$ cat src/rtl/obj_pkg.sv
// Shared types and constants for the object spawn scheduler.
// Object word layout: [25:23] frame, [22:21] identity, [20:10] hpos, [9:0] vpos.
package obj_pkg;

    localparam int unsigned NUM_SLOTS = 5;
    localparam int unsigned SLOT_W    = 3;
    localparam int unsigned OBJ_W     = 26;

    localparam int unsigned FRAME_LSB = 23;
    localparam int unsigned FRAME_W   = 3;
    localparam int unsigned ID_LSB    = 21;
    localparam int unsigned ID_W      = 2;
    localparam int unsigned HPOS_LSB  = 10;
    localparam int unsigned HPOS_W    = 11;
    localparam int unsigned VPOS_LSB  = 0;
    localparam int unsigned VPOS_W    = 10;

    localparam logic [ID_W-1:0] ID_COLLECT = 2'd0;
    localparam logic [ID_W-1:0] ID_NOTE    = 2'd1;

    typedef enum logic [1:0] {
        StIdle,
        StSelect,
        StOffer,
        StHold
    } spawn_state_e;

    function automatic logic [OBJ_W-1:0] make_obj(
        input logic [ID_W-1:0]   id,
        input logic [HPOS_W-1:0] hpos,
        input logic [VPOS_W-1:0] vpos
    );
        logic [OBJ_W-1:0] w;
        w = '0;
        w[FRAME_LSB +: FRAME_W] = '0;
        w[ID_LSB +: ID_W]       = id;
        w[HPOS_LSB +: HPOS_W]   = hpos;
        w[VPOS_LSB +: VPOS_W]   = vpos;
        return w;
    endfunction

endpackage

$ cat src/rtl/obj_spawn_sched_lfsr16.sv
// 16-bit Galois LFSR (taps 16,14,13,11), free-running, shifts toward bit 0.
module lfsr16 #(
    parameter logic [15:0] SEED = 16'hACE1
) (
    input  logic        clock,
    input  logic        reset,
    output logic [15:0] q
);

    always_ff @(posedge clock) begin
        if (reset) begin
            q <= SEED;
        end else begin
            q <= {1'b0, q[15:1]} ^ (q[0] ? 16'hB400 : 16'h0000);
        end
    end

endmodule

$ cat src/rtl/obj_spawn_sched.sv
// Spawn scheduler: merges timer and MIDI spawn requests and offers one object word
// per valid/ack handshake into the lowest free object slot.
module obj_spawn_sched
    import obj_pkg::*;
#(
    parameter int unsigned SCREEN_WIDTH  = 1024,
    parameter int unsigned BASE_INTERVAL = 120,
    parameter int unsigned INTERVAL_STEP = 8,
    parameter int unsigned MIN_INTERVAL  = 30,
    parameter int unsigned VPOS_MIN      = 64,
    parameter logic [15:0] LFSR_SEED     = 16'hACE1
) (
    input  logic                 clock,
    input  logic                 reset,
    input  logic                 enable,
    input  logic                 vsync_pulse,
    input  logic [3:0]           speed,
    input  logic [NUM_SLOTS-1:0] slot_busy,
    input  logic                 midi_ready,
    input  logic [6:0]           key1_index,
    output logic                 spawn_valid,
    output logic [SLOT_W-1:0]    spawn_slot,
    output logic [OBJ_W-1:0]     spawn_obj,
    input  logic                 spawn_ack,
    output logic [7:0]           drop_count
);

    spawn_state_e state_q, state_d;

    logic [11:0]       timer_q, timer_d;
    logic              timer_pend_q, timer_pend_d;
    logic              midi_pend_q, midi_pend_d;
    logic              served_midi_q, served_midi_d;
    logic [4:0]        key_q, key_d;
    logic [SLOT_W-1:0] slot_q, slot_d;
    logic [OBJ_W-1:0]  obj_q, obj_d;
    logic [7:0]        drop_q, drop_d;

    logic [15:0] lfsr_q;
    logic        unused_lfsr;

    lfsr16 #(
        .SEED (LFSR_SEED)
    ) u_lfsr (
        .clock (clock),
        .reset (reset),
        .q     (lfsr_q)
    );

    assign unused_lfsr = ^lfsr_q[15:9];

    logic [11:0] step_total;
    logic [11:0] reload;
    logic        frame_ev, tick, midi_ev;

    assign frame_ev = enable && vsync_pulse;
    assign tick     = frame_ev && (timer_q == 12'd1);
    assign midi_ev  = enable && midi_ready && (key1_index != 7'd0);

    // Reload saturates at the floor when the speed reduction meets or exceeds the base.
    always_comb begin
        step_total = 12'(speed) * 12'(INTERVAL_STEP);
        if (step_total >= 12'(BASE_INTERVAL) ||
            (12'(BASE_INTERVAL) - step_total) < 12'(MIN_INTERVAL)) begin
            reload = 12'(MIN_INTERVAL);
        end else begin
            reload = 12'(BASE_INTERVAL) - step_total;
        end
    end

    logic              free_found;
    logic [SLOT_W-1:0] free_slot;

    always_comb begin
        free_found = 1'b0;
        free_slot  = '0;
        for (int i = NUM_SLOTS - 1; i >= 0; i--) begin
            if (!slot_busy[i]) begin
                free_found = 1'b1;
                free_slot  = SLOT_W'(i + 1);
            end
        end
    end

    logic [HPOS_W-1:0] spawn_hpos;
    logic [VPOS_W-1:0] timer_vpos, note_vpos;

    assign spawn_hpos = HPOS_W'(SCREEN_WIDTH - 1);
    assign timer_vpos = VPOS_W'(VPOS_MIN) + {1'b0, lfsr_q[8:0]};
    assign note_vpos  = VPOS_W'(VPOS_MIN) + {1'b0, key_q, 4'b0000};

    logic timer_clr, midi_clr, sel_drop, load_offer;

    always_comb begin
        state_d    = state_q;
        timer_clr  = 1'b0;
        midi_clr   = 1'b0;
        sel_drop   = 1'b0;
        load_offer = 1'b0;

        case (state_q)
            StIdle: begin
                if (timer_pend_q || midi_pend_q) state_d = StSelect;
            end
            StSelect: begin
                if (!timer_pend_q && !midi_pend_q) begin
                    state_d = StIdle;
                end else if (!free_found) begin
                    // Timer spawns are discarded when full; MIDI keeps waiting.
                    timer_clr = 1'b1;
                    sel_drop  = timer_pend_q;
                    state_d   = StIdle;
                end else begin
                    load_offer = 1'b1;
                    state_d    = StOffer;
                end
            end
            StOffer: begin
                if (spawn_ack) begin
                    state_d = StHold;
                    if (served_midi_q) midi_clr = 1'b1;
                    else               timer_clr = 1'b1;
                end
            end
            StHold:  state_d = StIdle;
            default: state_d = StIdle;
        endcase

        if (!enable) begin
            state_d    = StIdle;
            sel_drop   = 1'b0;
            load_offer = 1'b0;
        end
    end

    always_comb begin
        timer_d       = timer_q;
        timer_pend_d  = 1'b0;
        midi_pend_d   = 1'b0;
        key_d         = key_q;
        served_midi_d = served_midi_q;
        slot_d        = slot_q;
        obj_d         = obj_q;
        drop_d        = drop_q;

        if (frame_ev) timer_d = (timer_q == 12'd1) ? reload : timer_q - 12'd1;

        // New requests win over a same-cycle clear so nothing is silently lost.
        if (enable) begin
            timer_pend_d = tick || (timer_pend_q && !timer_clr);
            midi_pend_d  = midi_ev || (midi_pend_q && !midi_clr);
        end

        if (midi_ev) key_d = 5'(key1_index - 7'd48);

        if (load_offer) begin
            served_midi_d = midi_pend_q;
            slot_d        = free_slot;
            obj_d         = midi_pend_q ? make_obj(ID_NOTE, spawn_hpos, note_vpos)
                                        : make_obj(ID_COLLECT, spawn_hpos, timer_vpos);
        end

        if (((tick && timer_pend_q && !timer_clr) || sel_drop) && drop_q != 8'hFF) begin
            drop_d = drop_q + 8'd1;
        end
    end

    always_ff @(posedge clock) begin
        if (reset) begin
            state_q       <= StIdle;
            timer_q       <= 12'(BASE_INTERVAL);
            timer_pend_q  <= 1'b0;
            midi_pend_q   <= 1'b0;
            served_midi_q <= 1'b0;
            key_q         <= '0;
            slot_q        <= '0;
            obj_q         <= '0;
            drop_q        <= '0;
        end else begin
            state_q       <= state_d;
            timer_q       <= timer_d;
            timer_pend_q  <= timer_pend_d;
            midi_pend_q   <= midi_pend_d;
            served_midi_q <= served_midi_d;
            key_q         <= key_d;
            slot_q        <= slot_d;
            obj_q         <= obj_d;
            drop_q        <= drop_d;
        end
    end

    assign spawn_valid = (state_q == StOffer);
    assign spawn_slot  = slot_q;
    assign spawn_obj   = obj_q;
    assign drop_count  = drop_q;

endmodule

$ cat config.mk
export PLATFORM = sky130hd
export DESIGN_NAME = obj_spawn_sched
export DESIGN_NICKNAME = d
export VERILOG_FILES = /design/src/rtl/obj_pkg.sv /design/src/rtl/obj_spawn_sched_lfsr16.sv /design/src/rtl/obj_spawn_sched.sv
export SDC_FILE = /design/constraint.sdc
export NUM_CORES = 1
export LEC_CHECK = 0
export ABC_AREA = 0
export BUFFER_PORTS_ARGS = -buffer_cell sky130_fd_sc_hd__buf_2
export CAP_MARGIN = 15
export CORE_MARGIN = 8
export CORE_UTILIZATION = 54
export DETAILED_ROUTE_END_ITERATION = 10
export PLACE_DENSITY = 0.88
export SYNTH_ARGS = -nofsm -noshare
export SYNTH_HDL_FRONTEND = slang
export SYNTH_SLANG_ARGS = --single-unit
$ cat constraint.sdc
create_clock -name clock -period 2.1 [get_ports clock]
set_input_delay 0.21 -clock clock [delete_from_list [all_inputs] [get_ports clock]]
set_output_delay 0.21 -clock clock [all_outputs]
set_load 0.02 [all_outputs]
# [Yosys cells after proc, flatten, opt, wreduce, memory -nomap -nowiden]
# Index checks and enable logic that the tools add are counted.
[word_totals] register_bits=75 wordCells=85 out_inout_bits=38
[op_classes] n_mux=35 n_eq_ne=7 n_lt_le_gt_ge=2 bitwise=2 reduce_logical=23 addsub=6
[op_table] cell="12-bit 2-to-1 mux" n=2
[op_table] cell="22-bit 2-to-1 mux" n=1
[op_table] cell="7-bit by 9-bit adder with 10-bit output, first input constant" n=2
[op_table] cell="1-bit 2-to-1 mux" n=20
[op_table] cell="16-bit 2-to-1 mux" n=1
[op_table] cell="15-bit by 16-bit bitwise XOR with 16-bit output" n=1
[op_table] cell="3-bit 2-to-1 mux" n=5
[op_table] cell="12-bit by 1-bit == test with 1-bit output, second input constant" n=1
[op_table] cell="12-bit by 5-bit < comparator with 1-bit output, second input constant" n=1
[op_table] cell="12-bit by 1-bit subtractor with 12-bit output, second input constant" n=1
[op_table] cell="1-bit logical AND" n=10
[op_table] cell="8-bit by 1-bit adder with 8-bit output, second input constant" n=1
[op_table] cell="2-bit 2-to-1 mux" n=4
[op_table] cell="8-bit inequality test, second input constant" n=1
[op_table] cell="2-bit one-hot mux with 4 select lines" n=1
[op_table] cell="7-bit by 7-bit subtractor with 8-bit output, first input constant" n=1
[op_table] cell="7-bit greater-or-equal comparator, second input constant" n=1
[op_table] cell="7-bit nonzero test" n=1
[op_table] cell="1-bit logical OR" n=5
[op_table] cell="5-bit subtractor, second input constant" n=1
[op_table] cell="2-bit == test, second input constant" n=2
[op_table] cell="1-bit logical NOT" n=4
[op_table] cell="2-bit by 1-bit == test with 1-bit output, second input constant" n=1
[op_table] cell="2-bit logical NOT" n=1
[op_table] cell="6 further kinds" n=6

# [Depth between registers and ports, before layout]
# Gate-level depths: netlist of run 1.
[depth] ltp_word=12 mapped_depth=9 mapped_depth_nobuf=7

# [Modules after synthesis]
# Synthesis of run 1 repeated with hierarchy kept, for this count alone.
[unflattened] hier_cells=314 area_unflattened_um2=2727.6
[modules_own_cells] mod="obj_spawn_sched" cells_per_inst=278 seq_area_each_um2=880.8 instances=1 area_per_inst_um2=2264.7
[modules_own_cells] mod="lfsr16" cells_per_inst=36 seq_area_each_um2=320.3 instances=1 area_per_inst_um2=462.9

# [Worst setup path after synthesis of run 1]
# OpenSTA, ideal clock, no wires.
[synth_path] path_kind="register to register" from="register timer_q[0]" to="register drop_q[4], in the netlist drop_count[4]" stages_incl_launch_ff=8 t_arrival_ns=1.672 setup_ns=0.121 slack_ns=0.307 path_buffers=1 required_time_ns=1.979 path_cell_list="dfxtp_1 -> ha_1 -> nor3b_1 -> and4_1 -> buf_4 -> nand3_1 -> o21ai_1 -> mux2_2"
[synth_via] elab_chain_len=6
[synth_rtl] element="from (decl)" line_no="obj_spawn_sched.sv:30" source="logic [11:0] timer_q, timer_d;"
[synth_rtl] element="from (signal assigned)" line_no="obj_spawn_sched.sv:171" source="timer_q <= 12'(BASE_INTERVAL);"
[synth_rtl] element="from (signal assigned)" line_no="obj_spawn_sched.sv:181" source="timer_q <= timer_d;"
[synth_rtl] element="12-bit by 1-bit == test with 1-bit output" line_no="obj_spawn_sched.sv:57" source="assign tick = frame_ev && (timer_q == 12'd1);"
[synth_rtl] element="1-bit logical AND" line_no="obj_spawn_sched.sv:57"
[synth_rtl] element="1-bit logical AND (2 in a row)" line_no="obj_spawn_sched.sv:163" source="if (((tick && timer_pend_q && !timer_clr) || sel_drop) && drop_q != 8'hFF) begin"
[synth_rtl] element="1-bit logical OR" line_no="obj_spawn_sched.sv:163"
[synth_rtl] element="1-bit logical AND" line_no="obj_spawn_sched.sv:163"
[synth_rtl] element="to (signal assigned)" line_no="obj_spawn_sched.sv:188" source="drop_q <= drop_d;"
[synth_rtl] element="to (decl)" line_no="obj_spawn_sched.sv:37" source="logic [7:0] drop_q, drop_d;"
# No other way between the ends.
# A chain may end at the register's enable or synchronous reset.

# [Final worst setup path of run 1]
[layout_path] from="register timer_q[0]" to="register drop_q[3], in the netlist drop_count[3]"
# Same word-level chain as after synthesis.

==> key figures, run 1 <==
Detailed routing
  – DR vias: 2510
  – WL/cell: 14.43 um
  – Final ANT Viol Nets: 0
  – Post-DR vias/cell: 5.565
  – Final WL: around 6500 um
  – Drt drc: 0
  – First-pass iteration count of the detailed router: 4
  – DR iter-0 viols: roughly 260

Global route
  – Global-route wire length before repair: 10400 um
  – Met3 usage: 5.385%
  – Gr busiest metal: met2
  – M2 GR Usage: 29.46%
  – Total GRT Usage: 16.98%
  – Global route overflow: 0
  – Initial antenna violation count: 0
  – Vias in the first global route: 2309
  – Largest net degree at the start of global routing: 42
  – Grt met1 use: 18.17%

Setup path
  – Kind of critical path: flip-flop to flip-flop
  – Cell family with most CP delay: simple AND/OR/NAND/NOR gates
  – FF-to-FF Start: timer_q[0]
  – Worst Path Required: 2.32 ns
  – Worst path bufs/invs: 0
  – Worst stage delay on the critical path: 0.41 ns
  – Cell chain of the critical path: ha_1 -> nor3b_1 -> and4_1 -> nand3_1 -> o21ai_1 -> mux2_1
  – Crit-path max FO: 6
  – Worst setup EP type: flip-flop
  – Slowest cell on crit path: dfxtp_1
  – Setup crit start: timer_q[0]
  – CP startpoint kind: flip-flop
  – Arrival time worst endpoint: 2.17 ns

CTS
  – # hold bufs at CTS: 0
  – Worst skew pair latency: 0.34 ns
  – Setup bufs post-CTS: 0
  – Post_cts resized: 0
  – CTS Sinks: 60
  – Clock transition at path regs: 0.07 ns
  – H-tree Lvls: 3
  – CTS buffer count: 9
  – Bufs on Longest Clock Path: 2
  – Root Driver: clkbuf_8
  – CTS tree: done

Synth
  – Synth Area in Compound Gates: a little over an eighth
  – Top post-synthesis cells by count: dfxtp_1 (60), nand2_1 (44), nor2_1 (29)
  – Post-synthesis sequential area ratio: a little over two fifths
  – Mux cell area share after synthesis: roughly 4.5%
  – Adder-cell share of the synthesized area: 3.093%
  – Post-Syn Area: about 0.0028 mm2
  – Synthesized area per cell: 8.606 um2
  – EDFF count, synth: 0
  – Top-count cell post-synth: dfxtp_1
  – Gate Count Post-Synth: 329
  – XOR/XNOR Fraction of Synth Area: 3.093%
  – Post-Synth Simple-Gate Area: 26.47%
  – Yosys cell types: 54
  – Largest family of logic cells by synthesized area: simple AND/OR/NAND/NOR gates
  – Yosys Warn Count: 0
  – Prevailing post-synth register cell: dfxtp_1
  – Async set or reset register ratio after synthesis: 0%
  – Synth area leaders: dfxtp_1 (42%), nand2_1 (5.8%), buf_4 (4.2%)
  – Yosys reg bits: 60
  – Largest area contributor in the netlist: dfxtp_1
  – Area share of the largest cell type after synthesis: between 40% and 50%

STA
  – Final Hold Violating Endpoints: 0
  – Tmin final: 1.943 ns
  – Slew Limit Fails: 0
  – Fin crit share: 92.53%
  – Unrepaired setup endpoints after global routing: false
  – F_max: 514.6 MHz
  – Setup Skew: 0.006742 ns
  – Final setup fails: 0
  – Setup TNS Final: 0 ns
  – Final WS setup: 0.1568 ns

Power and ir drop
  – Seq pwr share: 47.2%
  – Static leakage power: 1.348 nW
  – Worst vdd ir: 0.0005488 V
  – Design Power: between 2 and 3 mW
  – Switching Fraction: 22.42%
  – Power Density: roughly 770 mW/mm2
  – Clk network pwr share: a little under half
  – Internal power: 1.971 mW
  – P_sw: 0.5694 mW
  – Combinational power share: ~7%

Cells and area
  – Nets: 406
  – Fillers: 428
  – Share of layout cells above drive strength 1: between 20% and 30%
  – Ant. Diodes: 0
  – Area Growth Syn to Fin: 16.97%
  – Final Core Density: between 60 and 70%

Place
  – I/O Buffers: 54
  – Detail Placement HPWL: 4643 um
  – Place WS: ~0.22 ns
  – GP Congestion: 0.8841

Die
  – Core Region: 0.005075 mm2
  – Die area: 0.007816 mm2
  – Die span in y: 88.41 um
  – Starting Density: 55.79%
  – Die X: approximately 90 um
  – Ports placed on the boundary: 60
  – Row count: 26

Worst hold path
  – Hold/Removal Path Class: primary input to flip-flop
  – Hold path start: key1_index[4]

Run status
  – Run status: finished, final reports clean

Job
  – Max-cap violation count: 0
[metal layers]
layer / wire length, um / vias to the layer above
met2: 3182 / 103
met1: 2598 / 1176
met4: 143 / 0
met3: 581 / 14
met5: 0 / -
li1: - / 1217
[registers in the layout, summed over array words and instances, names as in the netlist, named ones only]
register      count
timer_q          12
spawn_slot        3
timer_pend_q      1
spawn_obj        12
state_q           1
midi_pend_q       1
drop_count        8
key_q             5
u_lfsr.q         16
[power by group through the flow]
stage | Clock (mW) | Sequential [mW] | Combinational (mW)
after global placement | 0 | 1.22 | 0.173
after detailed placement | 0 | 1.22 | 0.177
final | 1.16 | 1.20 | 0.182
after global routing | 1.23 | 1.20 | 0.204
after floorplan | 0 | 1.22 | 0.130
after CTS | 1.17 | 1.20 | 0.181
[cell usage in the layout (no fill, tap or decap), types with 4 or more instances in the layout]
| master | instances |
|---|---|
| a21oi_1 | 23 |
| and3_1 | 4 |
| buf_2 | 54 |
| buf_4 | 7 |
| clkbuf_8 | 11 |
| conb_1 | 5 |
| dfxtp_1 | 60 |
| ha_1 | 7 |
| inv_1 | 7 |
| mux2i_1 | 6 |
| nand2_1 | 44 |
| nand3_1 | 21 |
| nand3b_1 | 4 |
| nor2_1 | 29 |
| nor2b_1 | 13 |
| nor3_1 | 6 |
| o21ai_1 | 5 |
| or2_2 | 6 |
| xnor2_1 | 8 |
[stage by stage]
stage          instances  cell area [um2]  hold slack, ns
6_report             451             3312         0.08925
5_1_grt              451             3312         0.09789
4_1_cts              451             3312         0.08497
3_5_place_dp         436             3088          0.3928
3_3_place_gp         436             3088          0.3912
2_1_floorplan        333             2846          0.3188
[cell families after synthesis]
| kind of cell | after synthesis |
|---|---|
| xor gates and xnor gates | 10 |
| adders and majority gates | 7 |
| buffers and inverters | 36 |
| and+or+nand+nor | 146 |
| AOI/OAI and AO/OA | 57 |
| DFF | 60 |
| other | 1 |
| muxes | 12 |
[path summary, 6_finish.rpt]
| path | slack [ns] | endpoint | depth (start not counted) |
|---|---|---|---|
| max reg2reg | 0.16 | drop_count[3] | 6 |
| min reg2reg | 0.41 | u_lfsr.q[11] | 1 |
| min | 0.09 | key_q[4] | 2 |
| max | 0.16 | drop_count[3] | 6 |
[area by class of cell]
type,count,area (um2),share of cell area (%)
repair buffers,61,322.8,9.747
flip-flops and latches,60,1201,36.27
multi-input cells,237,1446,43.67
well taps,70,87.58,2.645
clock inverters,4,72.57,2.191
inverters,8,30.03,0.9067
clock buffers,11,151.4,4.571
[worst reg2reg max path: cells and delay by family, from the launching register on]
kind            cells  cell delay [ns]
fa+ha+maj           1             0.16
mux                 1             0.33
flops               1             0.41
simple gates        3             0.78
compound gates      1             0.15
No activity file was read; power rests on OpenSTA's default activity.
==> run 2: changes to the inputs <==
Settings changed: REMOVE_ABC_BUFFERS set to 1.
==> key figures, run 2 (synthesized netlist as in run 1, its figures left out) <==
Run status
  – Run status: finished, final reports clean

Setup path
  – Kind of critical path: flip-flop to flip-flop
  – Worst setup path endpoint: drop_count[3]
  – Setup crit start: timer_q[1]
  – FF-to-FF Start: timer_q[1]
  – Reg2Reg Capture Point: drop_count[3]
  – CP startpoint kind: flip-flop
  – Worst Path Required: 2.32 ns
  – Crit-path max FO: 6
  – R2r setup slk: 0.17 ns
  – R2R depth: 7
  – Arrival time worst endpoint: 2.15 ns
  – Worst setup EP type: flip-flop

Worst hold path
  – Hold/Removal Path Class: primary input to flip-flop

CTS
  – # hold bufs at CTS: 0
  – CTS Sinks: 60
  – Root Driver: clkbuf_8
  – CTS buffer count: 9
  – H-tree Lvls: 3
  – Bufs on Longest Clock Path: 2
  – Post_cts resized: 0
  – Clock transition at path regs: 0.07 ns
  – Setup bufs post-CTS: 0
  – Worst skew pair latency: approximately 0.33 ns
  – CTS tree: done

Detailed routing
  – Drt drc: 0
  – Final WL: 6570 um
  – Final ANT Viol Nets: 0
  – DR iter-0 viols: 93
  – Post-DR vias/cell: 5.417
  – DR vias: 2454
  – First-pass iteration count of the detailed router: 5
  – WL/cell: 14.50 um

Place
  – DP Area: roughly 0.0031 mm2
  – Inst Count DP: around 440
  – Place WS: 0.2037 ns
  – Detail Placement HPWL: 4697 um
  – GP Congestion: ~0.84
  – I/O Buffers: 54

Global route
  – Global-route wire length before repair: 10930 um
  – Vias in the first global route: 2406
  – Largest net degree at the start of global routing: 30
  – Initial antenna violation count: 0
  – Total GRT Usage: 17.66%
  – Global route overflow: 0

STA
  – Setup TNS Final: 0 ns
  – Hold Slack: 0.09732 ns
  – Final setup fails: 0
  – Setup Skew: 0.004168 ns
  – Slew Limit Fails: 0
  – Tmin final: 1.933 ns
  – Fin crit share: 92.05%
  – F_max: 517.3 MHz
  – Final Hold Violating Endpoints: 0
  – Unrepaired setup endpoints after global routing: false
  – Final WS setup: 0.1669 ns

Cells and area
  – Most frequent cells in the layout: dfxtp_1 (60), buf_2 (54), nand2_1 (44), nor2_1 (29), a21oi_1 (23)
  – Share of layout cells above drive strength 1: between 20% and 30%
  – Final instance area: about 0.0033 mm2
  – Nets: 407
  – Area Growth Syn to Fin: 17.28%
  – Most common cell after layout, fill and taps aside: dfxtp_1
  – Biggest register: u_lfsr.q
  – Largest register FFs: 16
  – Ant. Diodes: 0
  – Register area: about 0.0012 mm2
  – Fin cells: roughly 450
  – Multi-input combinational cell area: 0.001446 mm2
  – Fillers: 430

Job
  – Max-cap violation count: 0

Die
  – Starting Density: a little under three fifths
  – Die X: 88.41 um
  – Die span in y: 88.41 um
  – Core Region: slightly above 0.005 mm2
  – Ports placed on the boundary: 60
  – Row count: 26
  – Die area: 0.007816 mm2

Power and ir drop
  – Power Density: 769.2 mW/mm2
  – Worst vdd ir: 0.0004576 V
  – Static leakage power: 1.347 nW
[run 2: cell types whose count changed in the layout (fill, tap and decap cells not counted)]
cell,change
buf_4,+1
clkbuf_8,-1
clkinvlp_4,+2
[run 2: worst max-delay path, stage by stage, from the launching register on]
cell and delay, ns:
dfxtp_1 0.34, inv_1 0.10, ha_1 0.15, nor3b_1 0.25, and4_1 0.38, nand3_1 0.11
o21ai_1 0.16, mux2_1 0.33
[run 2: report_power, final]
group,internal (mW),switching [mW],leakage (nW)
clock network,0.698,0.474,0.105
registers,1.17,0.0242,0.490
logic,0.0758,0.110,0.753
total,1.95,0.608,1.35
[run 2: worst min path at each step]
stage	start	endpoint	slack, ns	cells after the start
floorplan	reset	key_q[0]	0.28	1
global placement	u_lfsr.q[12]	u_lfsr.q[11]	0.39	1
detailed placement	u_lfsr.q[12]	u_lfsr.q[11]	0.40	1
CTS	key1_index[4]	key_q[4]	0.09	2
global route	key1_index[4]	key_q[4]	0.10	2
finish	key1_index[4]	key_q[4]	0.1	2
[run 2: cell type report]
| class | instances | area share [%] |
|---|---|---|
| repair buffers | 62 | 9.947 |
| clock inverters | 6 | 2.638 |
| flip-flops and latches | 60 | 36.17 |
| multi-input cells | 237 | 43.56 |
| clock buffers | 10 | 4.145 |
| well taps | 70 | 2.638 |
| inverters | 8 | 0.9043 |
[run 2: stage by stage]
stage / utilization [%] / total power [mW]
after floorplan: - / 1.325
after detailed placement: 61.00 / 1.403
final: 65.43 / 2.554
after global routing: 65.43 / 2.636
after global placement: 61.00 / 1.396
after CTS: 65.43 / 2.562
[run 2: per-layer routing]
layer	global-route usage [%]	vias up	routed length [um]
met1	19.92	1127	2862
met4	9.524	0	153
li1	-	1225	-
met3	3.900	16	477
met5	0	-	0
met2	30.21	86	3076
==> run 3: changes to the inputs <==
Settings changed: CAP_MARGIN 15 to 20, PLACE_DENSITY 0.88 to unset, PLACE_DENSITY_LB_ADDON set to 0.3.
==> key figures, run 3 (synthesized netlist as in run 1, its figures left out) <==
Detailed routing
  – DR iter-0 viols: between 100 and 150
  – Final WL: a little over 6000 um
  – Post-DR vias/cell: 5.321
  – Drt drc: 0
  – Final ANT Viol Nets: 0
  – First-pass iteration count of the detailed router: 4
  – DR vias: 2405
  – WL/cell: 13.53 um

Power and ir drop
  – Worst vdd ir: 0.0003751 V
  – Static leakage power: 1.330 nW
  – Design Power: 2.428 mW
  – Power Density: ~740 mW/mm2

Cells and area
  – Share of layout cells above drive strength 1: 24.87%
  – Most frequent cells in the layout: dfxtp_1 (60), buf_2 (54), nand2_1 (44), nor2_1 (29), a21oi_1 (23)
  – Biggest register: u_lfsr.q
  – Nets: 406
  – Final instance area: 0.003291 mm2
  – Ant. Diodes: 0
  – Most common cell after layout, fill and taps aside: dfxtp_1
  – Fillers: 470
  – Largest register FFs: 16
  – Area Growth Syn to Fin: 16.22%

STA
  – Final setup fails: 0
  – Final Hold Violating Endpoints: 0
  – Final WS setup: 0.1816 ns
  – Fin crit share: roughly 90%
  – Tmin final: 1.918 ns
  – Slew Limit Fails: 0
  – F_max: 521.3 MHz
  – Hold Slack: 0.08211 ns
  – Setup TNS Final: 0 ns
  – Setup Skew: around 0.0099 ns
  – Unrepaired setup endpoints after global routing: false

CTS
  – Root Driver: clkbuf_8
  – # hold bufs at CTS: 0
  – Clock transition at path regs: 0.07 ns
  – CTS buffer count: 9
  – CTS tree: done
  – H-tree Lvls: 3
  – Post_cts resized: 0
  – Bufs on Longest Clock Path: 2
  – Worst skew pair latency: approximately 0.33 ns
  – CTS Sinks: 60
  – Setup bufs post-CTS: 0

Job
  – Max-cap violation count: 0

Place
  – DP Area: 0.003088 mm2
  – Detail Placement HPWL: between 4000 and 5000 um
  – I/O Buffers: 54
  – Place WS: 0.2159 ns
  – GP Congestion: about 0.85

Global route
  – Vias in the first global route: roughly 2200
  – Global-route wire length before repair: 9977 um
  – Total GRT Usage: between 10% and 20%
  – Initial antenna violation count: 0
  – Largest net degree at the start of global routing: 28
  – Global route overflow: 0

Setup path
  – Worst Path Required: 2.32 ns
  – Crit-path max FO: 6
  – Slowest cell on crit path: dfxtp_1
  – Worst setup EP type: flip-flop
  – Arrival time worst endpoint: 2.13 ns
  – CP startpoint kind: flip-flop
  – Worst stage delay on the critical path: ~0.42 ns
  – Cell family with most CP delay: simple AND/OR/NAND/NOR gates
  – Kind of critical path: flip-flop to flip-flop
  – Worst path bufs/invs: 0
  – Cell chain of the critical path: ha_1 -> nor3b_1 -> and4_1 -> nand3_1 -> o21ai_1 -> mux2_2

Die
  – Die area: 0.007816 mm2
  – Core Region: 0.005075 mm2
  – Row count: 26
  – Ports placed on the boundary: 60
  – Die X: 88.41 um
  – Starting Density: 55.79%
  – Die span in y: 88.41 um

Worst hold path
  – Hold/Removal Path Class: primary input to flip-flop

Run status
  – Run status: finished, final reports clean
==> run 3: power by group <==
| part | internal [mW] | switching [mW] | total (mW) |
|---|---|---|---|
| Clock | 0.582 | 0.470 | 1.05 |
| Sequential | 1.17 | 0.0233 | 1.20 |
| Combinational | 0.0744 | 0.105 | 0.179 |
==> run 3: metrics by stage <==
stage,util [%],instances
after global routing,64.84,452
after floorplan,-,305
after detailed placement,60.85,436
after CTS,64.84,452
final,64.84,452
after global placement,60.85,436
==> run 3: final timing paths <==
check | start | to | slack, ns | depth (start not counted)
max | timer_q[0] | drop_count[5] | 0.18 | 6
min | key1_index[4] | key_q[4] | 0.08 | 2
max reg2reg | timer_q[0] | drop_count[5] | 0.18 | 6
min reg2reg | u_lfsr.q[12] | u_lfsr.q[11] | 0.42 | 1
==> run 3: routing by layer <==
metal	GRT usage, %	up-vias	part of all wire, %
li1	-	1217	-
met1	19.03	1121	45
met2	26.27	60	46
met3	5.014	7	8.1
met4	7.220	0	1.2
met5	0	-	0
==> run 3: area by class of cell <==
| type | instances | area (um2) | share of cell area (%) |
|---|---|---|---|
| tap | 70 | 87.58 | 2.662 |
| sequential | 60 | 1201 | 36.50 |
| timing repair buffer | 61 | 322.8 | 9.810 |
| clock buffer | 11 | 141.4 | 4.297 |
| clock inverter | 5 | 61.31 | 1.863 |
| inverter | 8 | 30.03 | 0.9125 |
| multi-input combinational | 237 | 1446 | 43.95 |
